===== src/rtl/tx_sample_scheduler_if.sv =====
// Sample-stream, auxiliary-requester and serializer-word signals of tx_sample_scheduler.
// The slave modport is the scheduler side; the master modport is the surrounding logic.
interface tx_sample_scheduler_if;
  logic        s_valid;
  logic        s_ready;
  logic [13:0] s_idata;
  logic [13:0] s_qdata;
  logic        tp_req;
  logic [13:0] tp_idata;
  logic [13:0] tp_qdata;
  logic        tp_gnt;
  logic        ser_oe;
  logic [13:0] ser_idata;
  logic [13:0] ser_qdata;
  logic        ser_data_ready;

  modport slave (
    input  s_valid, s_idata, s_qdata, tp_req, tp_idata, tp_qdata, ser_data_ready,
    output s_ready, tp_gnt, ser_oe, ser_idata, ser_qdata
  );

  modport master (
    output s_valid, s_idata, s_qdata, tp_req, tp_idata, tp_qdata, ser_data_ready,
    input  s_ready, tp_gnt, ser_oe, ser_idata, ser_qdata
  );
endinterface


===== src/rtl/tx_sample_scheduler.sv =====
// Primes a sample FIFO, then fills serializer word slots from it or from the aux requester.
// Optional macro TX_SCHED_UNDERFLOW_CNT_EN builds the 16-bit saturating underflow counter.
module tx_sample_scheduler #(
  parameter int FIFO_DEPTH  = 8,
  parameter int PRIME_LEVEL = 4
) (
  input  logic                          clk,
  input  logic                          reset_n,
  tx_sample_scheduler_if.slave          bus,
  input  logic                          enable,
  input  logic                          underflow_clr,
  output logic                          underflow,
  output logic [15:0]                   underflow_count,
  output logic [$clog2(FIFO_DEPTH):0]   fifo_level,
  output logic [1:0]                    state
);

  localparam int AW = $clog2(FIFO_DEPTH);
  localparam int LW = AW + 1;

  typedef enum logic [1:0] {
    ST_IDLE  = 2'd0,
    ST_PRIME = 2'd1,
    ST_RUN   = 2'd2,
    ST_DRAIN = 2'd3
  } state_t;

  state_t          r_state, w_next_state;
  logic [AW-1:0]   r_wr_ptr, r_rd_ptr;
  logic [LW-1:0]   r_level;
  logic [27:0]     r_mem [FIFO_DEPTH];
  logic            r_aux_last;
  logic            r_tp_gnt;
  logic            r_underflow;
  logic [13:0]     r_ser_idata, r_ser_qdata;

  logic w_ser_oe, w_s_ready, w_flush;
  logic w_full, w_empty, w_push, w_pop;
  logic w_run_slot, w_drain_slot, w_sel_aux, w_uflow;

  assign w_full  = (r_level == LW'(FIFO_DEPTH));
  assign w_empty = (r_level == '0);

  // NOTE: every output of this block gets a default first, so no path leaves one unassigned and no latch is inferred.
  always_comb begin
    w_next_state = r_state;
    w_ser_oe     = 1'b0;
    w_s_ready    = 1'b0;
    w_flush      = 1'b0;
    case (r_state)
      ST_IDLE: begin
        w_flush = 1'b1;
        if (enable) w_next_state = ST_PRIME;
      end
      ST_PRIME: begin
        w_s_ready = !w_full;
        if (!enable) begin
          w_next_state = ST_IDLE;
          w_flush      = 1'b1;
        end else if (r_level >= LW'(PRIME_LEVEL)) begin
          w_next_state = ST_RUN;
        end
      end
      ST_RUN: begin
        w_ser_oe  = 1'b1;
        w_s_ready = !w_full;
        if (!enable) w_next_state = ST_DRAIN;
      end
      ST_DRAIN: begin
        w_ser_oe = 1'b1;
        if (enable)                             w_next_state = ST_RUN;
        else if (bus.ser_data_ready && w_empty) w_next_state = ST_IDLE;
      end
      default: w_next_state = ST_IDLE;
    endcase
  end

  // NOTE: all clocked state uses non-blocking assignments so every register samples pre-edge values.
  always_ff @(posedge clk) begin
    if (!reset_n) r_state <= ST_IDLE;
    else          r_state <= w_next_state;
  end

  // Aux wins a slot unless it also took the previous one; an empty FIFO lets it win again.
  assign w_run_slot   = bus.ser_data_ready && (r_state == ST_RUN);
  assign w_drain_slot = bus.ser_data_ready && (r_state == ST_DRAIN);
  assign w_sel_aux    = w_run_slot && bus.tp_req && (!r_aux_last || w_empty);
  assign w_pop        = ((w_run_slot && !w_sel_aux) || w_drain_slot) && !w_empty;
  assign w_uflow      = w_run_slot && !w_sel_aux && w_empty;
  assign w_push       = bus.s_valid && w_s_ready;

  always_ff @(posedge clk) begin
    if (!reset_n || w_flush) begin
      r_wr_ptr <= '0;
      r_rd_ptr <= '0;
      r_level  <= '0;
    end else begin
      if (w_push) r_wr_ptr <= r_wr_ptr + 1'b1;
      if (w_pop)  r_rd_ptr <= r_rd_ptr + 1'b1;
      r_level <= r_level + LW'(w_push) - LW'(w_pop);
    end
  end

  // NOTE: the sample storage has no reset; the pointers and level alone define which entries are valid.
  always_ff @(posedge clk) begin
    if (w_push) r_mem[r_wr_ptr] <= {bus.s_idata, bus.s_qdata};
  end

  always_ff @(posedge clk) begin
    if (!reset_n) begin
      r_ser_idata <= '0;
      r_ser_qdata <= '0;
      r_tp_gnt    <= 1'b0;
      r_aux_last  <= 1'b0;
    end else begin
      r_tp_gnt <= w_sel_aux;
      if (r_state == ST_IDLE)              r_aux_last <= 1'b0;
      else if (w_run_slot || w_drain_slot) r_aux_last <= w_sel_aux;
      if (w_sel_aux) begin
        r_ser_idata <= bus.tp_idata;
        r_ser_qdata <= bus.tp_qdata;
      end else if (w_pop) begin
        {r_ser_idata, r_ser_qdata} <= r_mem[r_rd_ptr];
      end else if (w_uflow || w_drain_slot) begin
        r_ser_idata <= '0;
        r_ser_qdata <= '0;
      end
    end
  end

  always_ff @(posedge clk) begin
    if (!reset_n || underflow_clr) r_underflow <= 1'b0;
    else if (w_uflow)              r_underflow <= 1'b1;
  end

`ifdef TX_SCHED_UNDERFLOW_CNT_EN
  logic [15:0] r_uf_count;

  always_ff @(posedge clk) begin
    if (!reset_n || underflow_clr)           r_uf_count <= '0;
    else if (w_uflow && r_uf_count != 16'hFFFF) r_uf_count <= r_uf_count + 16'd1;
  end

  assign underflow_count = r_uf_count;
`else
  assign underflow_count = 16'h0;
`endif

  assign bus.s_ready   = w_s_ready;
  assign bus.ser_oe    = w_ser_oe;
  assign bus.tp_gnt    = r_tp_gnt;
  assign bus.ser_idata = r_ser_idata;
  assign bus.ser_qdata = r_ser_qdata;
  assign underflow     = r_underflow;
  assign fifo_level    = r_level;
  assign state         = r_state;

endmodule


===== src/flat_wrapper.sv =====
// flat-port wrapper written by rule: the top's interface ports become plain ports
module tx_sample_scheduler_flat 
#(
  parameter int FIFO_DEPTH  = 8,
  parameter int PRIME_LEVEL = 4
)
  (clk, reset_n, enable, underflow_clr, underflow, underflow_count, fifo_level, state, bus_s_valid, bus_s_idata, bus_s_qdata, bus_tp_req, bus_tp_idata, bus_tp_qdata, bus_ser_data_ready, bus_s_ready, bus_tp_gnt, bus_ser_oe, bus_ser_idata, bus_ser_qdata);
  tx_sample_scheduler_if bus_i ();
  input  logic clk;
  input  logic reset_n;
  input  logic enable;
  input  logic underflow_clr;
  output logic underflow;
  output logic [15:0] underflow_count;
  output logic [$clog2(FIFO_DEPTH):0] fifo_level;
  output logic [1:0] state;
  input wire logic [$bits(bus_i.s_valid)-1:0] bus_s_valid;
  input wire logic [$bits(bus_i.s_idata)-1:0] bus_s_idata;
  input wire logic [$bits(bus_i.s_qdata)-1:0] bus_s_qdata;
  input wire logic [$bits(bus_i.tp_req)-1:0] bus_tp_req;
  input wire logic [$bits(bus_i.tp_idata)-1:0] bus_tp_idata;
  input wire logic [$bits(bus_i.tp_qdata)-1:0] bus_tp_qdata;
  input wire logic [$bits(bus_i.ser_data_ready)-1:0] bus_ser_data_ready;
  output wire logic [$bits(bus_i.s_ready)-1:0] bus_s_ready;
  output wire logic [$bits(bus_i.tp_gnt)-1:0] bus_tp_gnt;
  output wire logic [$bits(bus_i.ser_oe)-1:0] bus_ser_oe;
  output wire logic [$bits(bus_i.ser_idata)-1:0] bus_ser_idata;
  output wire logic [$bits(bus_i.ser_qdata)-1:0] bus_ser_qdata;
  assign bus_i.s_valid = bus_s_valid;
  assign bus_i.s_idata = bus_s_idata;
  assign bus_i.s_qdata = bus_s_qdata;
  assign bus_i.tp_req = bus_tp_req;
  assign bus_i.tp_idata = bus_tp_idata;
  assign bus_i.tp_qdata = bus_tp_qdata;
  assign bus_i.ser_data_ready = bus_ser_data_ready;
  assign bus_s_ready = bus_i.s_ready;
  assign bus_tp_gnt = bus_i.tp_gnt;
  assign bus_ser_oe = bus_i.ser_oe;
  assign bus_ser_idata = bus_i.ser_idata;
  assign bus_ser_qdata = bus_i.ser_qdata;
  tx_sample_scheduler #(.FIFO_DEPTH(FIFO_DEPTH), .PRIME_LEVEL(PRIME_LEVEL)) u_core (.clk(clk), .reset_n(reset_n), .bus(bus_i), .enable(enable), .underflow_clr(underflow_clr), .underflow(underflow), .underflow_count(underflow_count), .fifo_level(fifo_level), .state(state));
endmodule

===== config.mk =====
export PLATFORM = sky130hd
export DESIGN_NAME = tx_sample_scheduler_flat
export DESIGN_NICKNAME = d
export VERILOG_FILES = /design/src/rtl/tx_sample_scheduler_if.sv /design/src/rtl/tx_sample_scheduler.sv /design/src/flat_wrapper.sv
export SDC_FILE = /design/constraint.sdc
export NUM_CORES = 1
export LEC_CHECK = 0
export ABC_AREA = 1
export CAP_MARGIN = 0
export CORE_MARGIN = 2
export CORE_UTILIZATION = 50
export CTS_CLUSTER_DIAMETER = 150
export DETAILED_ROUTE_END_ITERATION = 10
export PLACE_DENSITY = 0.71
export SLEW_MARGIN = 5
export SYNTH_ARGS = -nofsm -noshare
export SYNTH_HDL_FRONTEND = slang
export SYNTH_SLANG_ARGS = --single-unit
export TNS_END_PERCENT = 30

===== constraint.sdc =====
create_clock -name clk -period 3.11 [get_ports clk]
set_input_delay 0.622 -clock clk [delete_from_list [all_inputs] [get_ports clk]]
set_output_delay 0.622 -clock clk [all_outputs]
set_load 0.05 [all_outputs]

Word level (Yosys, flattened, before mapping) --
Memory sizes are Yosys's and may differ from the RTL's. A register that Yosys moved wholly into a read port is not among the register bits. Cells that the tools add are included.
Word-level totals: input bits 63, memories kept 1, word-level logic and storage cells 71, register bits after elaboration 43, RAM bits 224
Memories:
- u_core.r_mem | depth 8, width 28, rd ports 1, clocked after Yosys merged registers in 1, wr ports 1, line tx_sample_scheduler.sv:31 | logic [27:0] r_mem [FIFO_DEPTH];
Operators by class: add/sub/neg operators 4, reductions and logical operators 27, multiplexer cells 20, magnitude comparators 1, equality and inequality tests 8, bitwise logic cells 1
Operators with widths (count):
- two-way mux 14 bit | 5
- two-way mux 2 bit | 6
- logical AND 1 bit | 9
- one-hot mux 2 bit (4 select lines) | 1
- adder 3 x 1 -> 3 bit (second input constant) | 2
- logical OR 1 bit | 6
- two-way mux 3 bit | 2
- inequality test 3 x 2 -> 1 bit (second input constant) | 2
- OR reduction 2 bit | 3
- logical NOT 1 bit | 5
- two-way mux 1 bit | 5
- adder 4 x 1 -> 4 bit | 1
- == test 2 bit (second input constant) | 2
- == test 4 bit (second input constant) | 1
- greater-or-equal comparator 4 x 3 -> 1 bit (second input constant) | 1
- logical NOT 4 bit | 1
- inequality test 2 bit (second input constant) | 2
- AND reduction 4 bit | 1
- subtractor 4 x 1 -> 4 bit | 1
- nonzero test 3 bit | 1
- == test 2 x 1 -> 1 bit (second input constant) | 1
- logical NOT 2 bit | 1
- one-hot mux 1 bit (2 select lines) | 1
- NOT 1 bit | 1

Depth between registers and ports, before layout --
Gate-level depths: netlist of the first run.
word-level depth 11, mapped depth 15

Worst setup path before layout of the first run --
OpenSTA, ideal clock, no wires.
path kind flip-flop to flip-flop, start register u_core.r_state[0], in the netlist u_core.state[0], end memory u_core.r_mem[0][0], enable pin, path buffers 0, period minus slack after synthesis 4.596 ns, setup slack -1.486 ns, arrival 4.183 ns, stages on the path, launching flop included 8, cell sequence dfxtp_1 > inv_1 > ha_1 > a21boi_0 > nand2_1 > inv_1 > nand2_1 > nor2_1
Between the ends: word-level cells in the longest chain between the ends 6, elaborated cells between the ends (all ways) 7, classes of those cells 2 x eq/ne; 3 x mux; 2 x reduce/logical
RTL lines:
- from (decl) | line tx_sample_scheduler.sv:28 | state_t r_state, w_next_state;
- from (signal assigned) | line tx_sample_scheduler.sv:81 | else r_state <= w_next_state;
- == test 2 x 1 -> 1 bit / == test 2 bit (equally long branches) | line tx_sample_scheduler.sv:50 | case (r_state)
- OR reduction 2 bit (no line) *
- two-way mux 1 bit *
- via bus_s_ready | line flat_wrapper.sv:24 | output wire logic [$bits(bus_i.s_ready)-1:0] bus_s_ready;
- logical AND 1 bit * | line tx_sample_scheduler.sv:90 | assign w_push = bus.s_valid && w_s_ready;
- via u_core.w_push | line tx_sample_scheduler.sv:38 | logic w_full, w_empty, w_push, w_pop;
- two-way mux 1 bit * | line tx_sample_scheduler.sv:106 | if (w_push) r_mem[r_wr_ptr] <= {bus.s_idata, bus.s_qdata};
- two-way mux 1 bit (implied by the code) * | line tx_sample_scheduler.sv:106
- to (decl) | line tx_sample_scheduler.sv:31
Mark *: on every way through the listed nets, which the timed path passes. The rest lies on a longest branch.

==> results of run 1 <==
[metrics by stage]
| stage | setup WS, ns | area [µm²] |
|---|---|---|
| 6_report | 0.1871 | 13950 |
| 5_1_grt | 0.07260 | 13950 |
| 4_1_cts | 0.1517 | 13950 |
| 3_5_place_dp | 0.2741 | 13150 |
| 3_3_place_gp | 0.2950 | 13150 |
| 2_1_floorplan | 0.1650 | 12010 |
[worst paths after layout]
path | endpoint | start | depth (start not counted) | slack [ns]
setup / recovery | bus_s_ready | register | 4 | 0.19
hold / removal | u_core.r_aux_last | u_core.r_aux_last | 2 | 0.49
setup reg to reg | u_core.fifo_level[2] | u_core.state[0] | 14 | 0.70
hold reg to reg | u_core.r_aux_last | u_core.r_aux_last | 2 | 0.49
[cell type report]
class                      instances  area, µm²
fill                            1916       9452
sequential                       270       7654
clock buffer                      30      696.9
timing repair buffer             117       1229
inverter                         171      644.4
multi-input combinational        730       3221
clock inverter                    17      107.6
tap                              319      399.1
[power by group through the flow]
| stage | Combinational, mW | Clock, mW | Sequential, mW |
|---|---|---|---|
| after global routing | 1.39 | 3.16 | 4.18 |
| final | 1.25 | 2.96 | 4.16 |
| after floorplan | 0.718 | 0 | 4.35 |
| after CTS | 1.26 | 3.01 | 4.16 |
| after global placement | 1.23 | 0 | 4.23 |
| after detailed placement | 1.25 | 0 | 4.24 |
[worst reg2reg max path, cell delays in order, from the launching register on]
cell,delay [ns]
dfxtp_2,0.39
inv_1,0.10
ha_1,0.25
nand2_1,0.12
nor2_1,0.06
nand2_2,0.10
nand2_2,0.09
a21oi_4,0.13
ha_1,0.23
inv_1,0.05
ha_1,0.15
inv_1,0.05
fa_1,0.40
xor2_1,0.14
nor2_1,0.06
[cell usage in the layout (no fill, tap or decap), drive strengths merged]
cell | Yosys | layout
fa | 1 | 1
a21boi | 1 | 1
xor2 | 2 | 2
or2 | 1 | 1
edfxtp | 224 | 224
o21ai | 5 | 5
clkbuf | 11 | 30
clkdlybuf4s50 | 0 | 100
nand3 | 144 | 144
nor3 | 1 | 1
dfxtp | 46 | 46
nand2 | 451 | 451
buf | 62 | 17
bufinv | 0 | 1
conb | 1 | 16
nor2 | 56 | 56
clkinv | 0 | 14
inv | 171 | 171
clkinvlp | 0 | 2
ha | 13 | 13
nand4 | 2 | 2
a21oi | 37 | 37
[layer usage]
metal / up-vias / track usage (%) / share of wire (%)
met2: 271 / 31.72 / 46
met1: 3620 / 26.76 / 44
met3: 37 / 3.832 / 7.7
met4: 2 / 6.049 / 1.8
li1: 4064 / - / -
met5: - / 0 / 0.054
[state kept, by name (all words and copies together) (netlist names), named ones only]
register	count
u_core.r_mem	224
u_core.bus.ser_idata	14
u_core.bus.ser_qdata	14
u_core.fifo_level	4
u_core.r_rd_ptr	3
u_core.r_wr_ptr	3
u_core.bus.tp_gnt	1
u_core.r_aux_last	1
u_core.state	1
u_core.underflow	1
[kinds of logic (layout without fill, tap and decap cells)]
| group | Yosys count | after routing | synth area share [%] |
|---|---|---|---|
| AND/OR/NAND/NOR | 655 | 655 | 22.39 |
| flip-flops | 270 | 270 | 64.36 |
| buffers and inverters | 244 | 335 | 9.604 |
| AO/OA/AOI/OAI | 43 | 43 | 1.927 |
| adder cells (fa/ha/maj) | 14 | 14 | 1.538 |
| XOR/XNOR | 2 | 2 | 0.1475 |
| other | 1 | 16 | 0.03156 |
==> metrics, run 1 <==
global-route wire length before repair=38140 µm; Total GRT Usage=19.55%; vias in the first global route=7326; routed vias=7994; Primary FF master, synth=edfxtp_1; area share of the leading cell type in the synthesized netlist=56.61%; post-synthesis cell area=11880 µm²; RSZ-0062 raised after global routing=no; Psw=2.173 mW; Crit. End Element=output port; wire per inst=14.62 µm; fraction of the cycle the final worst path needs=93.98%; worst-case clock skew=0.01368 ns; area grow syn2layout=17.42%; # diodes=0; DP Wirelength=13950 µm; largest net degree at the start of global routing=113; FFs w/ async S/R, synth=0%; crit-path max FO=4; #FFs+latches synth=270; Startpoint Class=register; pwr/cell area=599.6 nW/µm²; final net count=1394; Slew Viols, Final=0; Min Clock Period, post-route=2.923 ns; Syn. warnings=0; chip height=158.2 µm; die area=25010 µm²; total CTS buffers=27; final WL=24190 µm; fmax=342.1 MHz; critical path, cell by cell=inv_1, ha_1, a21boi_4, clkdlybuf4s50_1; sequential area share after synthesis=64.36%; clock share of power=35.3%; Mapped Avg Cell Area=9.668 µm²; Starting Density=50.77%; DR pass1 iterations=5; final core occ=59.61%; layout cells sized above 1=5.993%; later-pin clock latency in the skew report=0.53 ns; CTS H-Tree Depth=1; Max Root-Sink Buffers=3; cell with the most instances after synthesis=nand2_1; number of gates resized after CTS=0; CTS root buffer=clkbuf_16; final hold viol count=0; Setup TNS=0 ns; Clk pin slew, worst setup/hold paths=0.06 ns; Worst slew margin=21.72%; Commonest cells post-synth=nand2_1 (447), edfxtp_1 (224), inv_1 (168), nand3_1 (144), nor2_1 (55); Sequential Power Share=49.7%; Pwr Total=8.365 mW; Sink Count=270; HP Class=register to register; Worst EP required=2.49 ns; GP Congestion=0.7751; Fin Hold WS=0.4875 ns; Worst IR Drop VDD=0.0004191 V; drt drc=0; non-filler cells, final=1654; switch share=25.98%; IO buf count=100; DR iter-0 viols=667; Die Wd=158.2 µm; CP top delay family=buffers and inverters; CP Buf/Inv Count=2; post-DR vias/cell=4.833; grt ovf=0; internal power=6.192 mW; hold_buf cts=0; endpoints failing setup=0; Pleak=5.665 nW; worst slew pin tran=1.174 ns; Synth area leader=edfxtp_1; # placed instances=1607; Ports=117; area of the core=23400 µm²; crit-path max cell delay=0.81 ns; Logic pwr share=14.9%; status=finished clean; number of synthesized flops with an enable pin=224; CTS tree=yes; Yosys cell types=27; cells after synthesis=1229; max cap viols=0; Critical Path AT=2.30 ns; largest cells by area after synthesis=edfxtp_1 (57%), nand2_1 (14%), dfxtp_1 (7.8%), nand3_1 (6.1%), inv_1 (5.3%); initial antenna violation count=2; Slowest-stage cell, CP=clkdlybuf4s50_1; critical path type=register to output port; row cnt=56; Setup Fix Bufs, Post-CTS=0; Final ANT Viol Nets=0
No activity file was read; power rests on OpenSTA's default activity.
==> inputs of run 2 (changes only) <==
Settings changed: ABC_AREA 1 to not set, PLACE_DENSITY 0.71 to 0.72.
==> run 2 against run 1 <==
  * Clock power decreased by 2%
  * Register-to-register slack got worse by 0.23 ns
  * Sequential power decreased by 3%
  * Utilization increased by 1.8 points
  * Clock skew decreased by 0.0013 ns
  * Critical path depth unchanged
  * Worst setup slack got worse by 0.071 ns
  * Sequential share of layout area increased by 4.5 points
  * Final cell count decreased by 42%
  * Count of clock-buffer cells in the layout increased by 5
  * First-iteration DRC count decreased by 57%
  * Critical endpoint is now bus_ser_oe
  * Highest routed layer is now met4
==> metrics, run 2 <==
adder-cell share of the synthesized area=1.705% (+0.17 points); R2R Path Start=u_core.fifo_level[2]; Mapped Avg Cell Area=19.33 µm² (+100%); Worst IR Drop VDD=0.0004898 V (+17%); largest family of logic cells by synthesized area=multiplexers; CTS root buffer=clkbuf_16; final core occ=61.41% (+1.8 points); Pleak=4.143 nW (-27%); fmax=334.0 MHz (-2.4%); chip height=150.4 µm (-4.9%); drt drc=0 (unchanged); RSZ-0062 raised after global routing=no; status=finished clean; simple-gate area share of the yosys netlist=1.951% (-20 points); Startpoint Class=register; post-synthesis mux area share=15.02% (+15 points); Place WS=0.1229 ns (-0.1512 ns); Ports=117 (unchanged); area share of the leading cell type in the synthesized netlist=62.80% (+6.2 points); Setup TNS=0 ns (unchanged); Clk pin slew, worst setup/hold paths=0.05 ns (about the same); GP Congestion=0.7663 (-1.1%); vias in the first global route=5760 (-21%); post-DR vias/cell=5.652 (+17%); crit-path max FO=8 (+4); Worst slew margin=54.74% (+33 points); later-pin clock latency in the skew report=0.52 ns (about the same); Primary FF master, synth=edfxtp_1; fraction of the cycle the final worst path needs=96.28% (+2.3 points); CP Buf/Inv Count=2 (unchanged); largest cells by area after synthesis=edfxtp_1 (63%), mux4_2 (11%), dfxtp_1 (8.6%), a22o_1 (4.6%), mux2_2 (2.9%); Slew Viols, Final=0 (unchanged); DP Wirelength=12160 µm (-13%); Yosys cell types=45 (+67%); cell with the most instances after synthesis=edfxtp_1; number of gates resized after CTS=0 (unchanged); r2r worst-path depth=12 (-2); total CTS buffers=27 (unchanged); critical path type=register to output port; Slowest-stage cell, CP=clkdlybuf4s50_1; row cnt=53 (-5.4%); global-route wire length before repair=32160 µm (-16%); layout cells sized above 1=21.63% (+16 points); area grow syn2layout=20.52%; Pwr Total=7.529 mW (-10%); Syn. warnings=0 (unchanged); commonest non-fill, non-tap cell in the layout=edfxtp_1; Sink Count=270 (unchanged); end of the worst register-to-register path=u_core.fifo_level[2]; CTS H-Tree Depth=1 (unchanged); Synth Area in Compound Gates=6.051% (+4.1 points); final WL=20730 µm (-14%); Seq. cell area=7664 µm² (+0.13%); Worst EP required=2.49 ns (about the same); Hold Startpoint=u_core.underflow; most frequent cells in the layout=edfxtp_1 (224), clkdlybuf4s50_1 (99), a22o_1 (56); Final ANT Viol Nets=0 (unchanged); Crit. End Element=output port; crit-path max cell delay=0.79 ns (-0.02 ns); max cap viols=0 (unchanged); critical path, cell by cell=inv_1, ha_1, or2_2, clkdlybuf4s50_1; final hold viol count=0 (unchanged); largest net degree at the start of global routing=56 (-50%); Total GRT Usage=18.87% (-0.68 points); pwr/cell area=583.2 nW/µm² (-2.7%); wire per inst=21.51 µm (+47%); # diodes=0 (unchanged); cells after synthesis=554 (-55%); max FFs per register=224 (unchanged); multi-input logic area=2863 µm² (-11%); Placed Area=12120 µm² (-7.8%); HP Class=register to register; CP top delay family=buffers and inverters; number of synthesized flops with an enable pin=224 (unchanged); Synth Area in XOR/XNOR=0.3271% (+0.18 points); Die Wd=150.4 µm (-4.9%); hold_buf cts=0 (unchanged); endpoints failing setup=0 (unchanged); Hold Path Stages=2 (unchanged); die area=22610 µm² (-9.6%); Min Clock Period, post-route=2.994 ns (+0.07133 ns); routed vias=5449 (-32%); Worst R2R Setup Slack=0.47 ns (-0.23 ns); sequential area share after synthesis=71.39% (+7.0 points); #FFs+latches synth=270 (unchanged); Max Root-Sink Buffers=3 (unchanged); IO buf count=100 (unchanged); DR iter-0 viols=290 (-57%); FFs w/ async S/R, synth=0% (unchanged); Synth area leader=edfxtp_1; Starting Density=50.96% (+0.19 points); post-synthesis cell area=10710 µm² (-9.8%); Critical Path AT=2.37 ns (+0.07 ns); final-layout fill cell count=1438 (-25%); post-layout instance area=12910 µm² (-7.5%); Setup WS post-layout=0.1158 ns (-0.07134 ns); area of the core=21020 µm² (-10%); Commonest cells post-synth=edfxtp_1 (224), a22o_1 (56), mux4_2 (50), dfxtp_1 (46), mux2_2 (28); DR pass1 iterations=4 (-1); final net count=747 (-46%); hold endpoint=u_core.underflow; Biggest register=u_core.r_mem; worst slew pin tran=0.6618 ns (-0.5124 ns); Setup Fix Bufs, Post-CTS=0 (unchanged); worst-case clock skew=0.01243 ns (-0.001250 ns); initial antenna violation count=0 (-2); grt ovf=0 (unchanged); Worst path depth=4 (unchanged); CTS tree=yes
run 2: report_power, final:
group	leakage, nW	switching [mW]	internal [mW]
Clock	0.381	1.23	1.67
Sequential	2.39	0.0283	4.00
Combinational	1.37	0.360	0.246
Total	4.14	1.62	5.91
run 2: how the worst max path moves through the flow:
stage | from | slack, ns | endpoint
finish | u_core.state[0] | 0.12 | bus_ser_oe
global route | u_core.state[0] | 0.02 | bus_ser_oe
CTS | u_core.state[0] | 0.11 | bus_ser_oe
floorplan | u_core.state[0] | 0.05 | u_core.r_mem[4][0]
detailed placement | bus_tp_req | 0.12 | u_core.fifo_level[2]
global placement | bus_tp_req | 0.21 | u_core.fifo_level[2]
run 2: routing by layer:
layer	global-route usage, %	vias to the layer above	part of all wire [%]
met1	25.27	2792	42
met2	32.52	166	50
met5	0	-	0
li1	-	2458	-
met3	3.303	33	6.1
met4	4.387	0	1.8
run 2: logic make-up after synthesis:
logic type      after synthesis
compound gates               80
xor+xnor                      4
buf+inv                      59
mux                          85
other cells                   1
flops                       270
simple gates                 41
fa+ha+maj                    14
run 2: cell type report:
cell class / instances / area share (%)
Multi-Input combinational cell: 240 / 22.17
Timing Repair Buffer: 117 / 9.285
Inverter: 14 / 0.4071
Clock buffer: 35 / 5.466
Tap cell: 275 / 2.665
Clock inverter: 13 / 0.6397
Sequential cell: 270 / 59.36
run 2: through the flow:
stage / hold slack, ns / std cells
after floorplan: 0.4529 / 569
final: 0.5047 / 964
after global placement: 0.4726 / 916
after detailed placement: 0.5051 / 916
after CTS: 0.5135 / 964
after global routing: 0.5437 / 964
run 2: tightest hold or removal path: stages (launching register included):
cell and delay [ns]:
dfxtp_1 0.30, nor2_1 0.10, nor3b_1 0.05
==> inputs of run 3 (changes only) <==
--- a/config.mk
+++ b/config.mk
@@ -6,10 +6,11 @@
 export NUM_CORES = 1
 export LEC_CHECK = 0
+export ABC_CLOCK_PERIOD_IN_PS = 3110
 export CAP_MARGIN = 0
 export CORE_MARGIN = 2
-export CORE_UTILIZATION = 50
+export CORE_UTILIZATION = 55
 export CTS_CLUSTER_DIAMETER = 150
 export DETAILED_ROUTE_END_ITERATION = 10
-export PLACE_DENSITY = 0.72
+export PLACE_DENSITY = 0.78
 export SLEW_MARGIN = 5
 export SYNTH_ARGS = -nofsm -noshare
==> constraint.sdc (replaced) <==
create_clock -name clk -period 3.11 [get_ports clk]
set_input_delay 0.622 -clock clk [delete_from_list [all_inputs] [get_ports clk]]
set_output_delay 0.622 -clock clk [all_outputs]
set_load 0.01 [all_outputs]
==> run 3 against run 2 <==
  * Worst hold slack improved by 0.021 ns
  * Via count rose by 4.3%
  * Wire length rose by 7.5%
  * Global-route usage rose by 3.4 points
  * Sequential power barely moved
  * Critical path type unchanged
  * Combinational power fell by 17%
  * Flip-flop and latch count did not move
  * Worst setup slack improved by 0.17 ns
  * Final area barely moved
==> metrics, run 3 (synthesized netlist as in run 2, its figures left out) <==
max cap viols=0 (unchanged); wire per inst=23.26 µm (+8.1%); area of the core=19270 µm² (-8.3%); IO buf count=100 (unchanged); fraction of the cycle the final worst path needs=90.66% (-5.6 points); DR iter-0 viols=483 (+67%); endpoints failing setup=0 (unchanged); R2R Path Start=u_core.state[0]; chip height=143.6 µm (-4.5%); Worst IR Drop VDD=0.0004728 V (-3.5%); critical path, cell by cell=inv_1, ha_1, or2_2, clkdlybuf4s50_1; Min Clock Period, post-route=2.819 ns (-0.1747 ns); final hold viol count=0 (unchanged); Clk pin slew, worst setup/hold paths=0.06 ns (about the same); Hold Startpoint=u_core.underflow; Placed Area=12090 µm² (-0.24%); drt drc=0 (unchanged); end of the worst register-to-register path=u_core.r_mem[7][6]; Critical Path Start=u_core.state[0]; HP Class=register to register; vias in the first global route=5872 (+1.9%); Max Root-Sink Buffers=3 (unchanged); Setup WS post-layout=0.2905 ns (+0.1747 ns); layout cells sized above 1=20.49% (-1.1 points); Crit. End Element=output port; CTS tree=yes; post-layout instance area=12900 µm² (about the same); commonest non-fill, non-tap cell in the layout=edfxtp_1; DR pass1 iterations=5 (+1); die area=20610 µm² (-8.9%); row cnt=51 (-3.8%); crit-path max cell delay=0.48 ns (-0.31 ns); number of gates resized after CTS=0 (unchanged); # diodes=0 (unchanged); final net count=750 (+0.40%); Die Wd=143.6 µm (-4.5%); GP Congestion=0.7798 (+1.8%); Total GRT Usage=22.25% (+3.4 points); Sink Count=270 (unchanged); Startpoint Class=register; Place WS=0.1465 ns (+0.02358 ns); Slew Viols, Final=0 (unchanged); worst slew pin tran=1.183 ns (+0.5215 ns); Starting Density=55.58% (+4.6 points); worst-case clock skew=0.009476 ns (-0.002958 ns); fmax=354.7 MHz (+6.2%); r2r worst-path depth=8 (-4); final WL=22280 µm (+7.5%); initial antenna violation count=0 (unchanged); most frequent cells in the layout=edfxtp_1 (224), clkdlybuf4s50_1 (100), a22o_1 (56); Critical Path AT=2.20 ns (-0.17 ns); Setup Fix Bufs, Post-CTS=0 (unchanged); grt ovf=0 (unchanged); Worst R2R Setup Slack=0.32 ns (-0.15 ns); crit-path max FO=8 (unchanged); routed vias=5683 (+4.3%); CTS root buffer=clkbuf_16; RSZ-0062 raised after global routing=no; Ports=117 (unchanged); DP Wirelength=13000 µm (+7.0%); total CTS buffers=26 (-3.7%); Pleak=4.163 nW (+0.48%); post-DR vias/cell=5.932 (+4.9%); Fin Hold WS=0.5253 ns (+0.02058 ns); critical path type=register to output port; Biggest register=u_core.r_mem; largest net degree at the start of global routing=56 (unchanged); max FFs per register=224 (unchanged); Setup TNS=0 ns (unchanged); status=finished clean; Worst slew margin=21.11% (-34 points); CTS H-Tree Depth=1 (unchanged); hold_buf cts=0 (unchanged); Final ANT Viol Nets=0 (unchanged); pwr/cell area=584.7 nW/µm² (+0.26%); Worst EP required=2.49 ns (about the same); area grow syn2layout=20.43% (about the same); Slowest-stage cell, CP=clkdlybuf4s50_1; global-route wire length before repair=34090 µm (+6.0%); later-pin clock latency in the skew report=0.52 ns (about the same); Worst Setup EP=bus_ser_oe; final core occ=66.94% (+5.5 points)
run 3: how the worst min path moves through the flow:
stage | slack (ns) | cells past startpoint | endpoint
finish | 0.53 | 2 | u_core.underflow
global route | 0.55 | 2 | u_core.underflow
CTS | 0.53 | 2 | register
detailed placement | 0.50 | 2 | u_core.r_rd_ptr[1]
global placement | 0.47 | 2 | register
floorplan | 0.45 | 2 | register
run 3: stage by stage:
| step | instances | power [mW] |
|---|---|---|
| after detailed placement | 910 | 4.601 |
| after floorplan | 569 | 4.356 |
| after CTS | 958 | 7.602 |
| after global routing | 958 | 7.788 |
| after global placement | 910 | 4.577 |
| final | 958 | 7.543 |
run 3: critical path: cells and delay by family (launching register included):
| kind | cells | cell delay [ns] |
|---|---|---|
| buf+inv | 2 | 0.62 |
| flops | 1 | 0.42 |
| fa+ha+maj | 1 | 0.33 |
| simple gates | 1 | 0.32 |
run 3: layer usage:
metal	GRT usage [%]	share of wire, %
met4	5.624	2.2
met2	39.17	53
met3	2.966	5.6
met5	0	0
met1	29.66	39
run 3: layout make-up:
type                    instances  area [µm²]
multi-input cells             240        2823
well taps                     265       331.6
clock inverters                 6       75.07
fillers                      1248        6371
clock buffers                  42       732.0
inverters                      14       52.55
flip-flops and latches        270        7652
repair buffers                121        1234
run 3: power breakdown:
part	switching [mW]	leakage [nW]	total, mW	internal [mW]
clock	1.25	0.385	3.02	1.77
combinational	0.259	1.39	0.502	0.243
sequential	0.0316	2.39	4.02	3.99
total	1.54	4.16	7.54	6.00
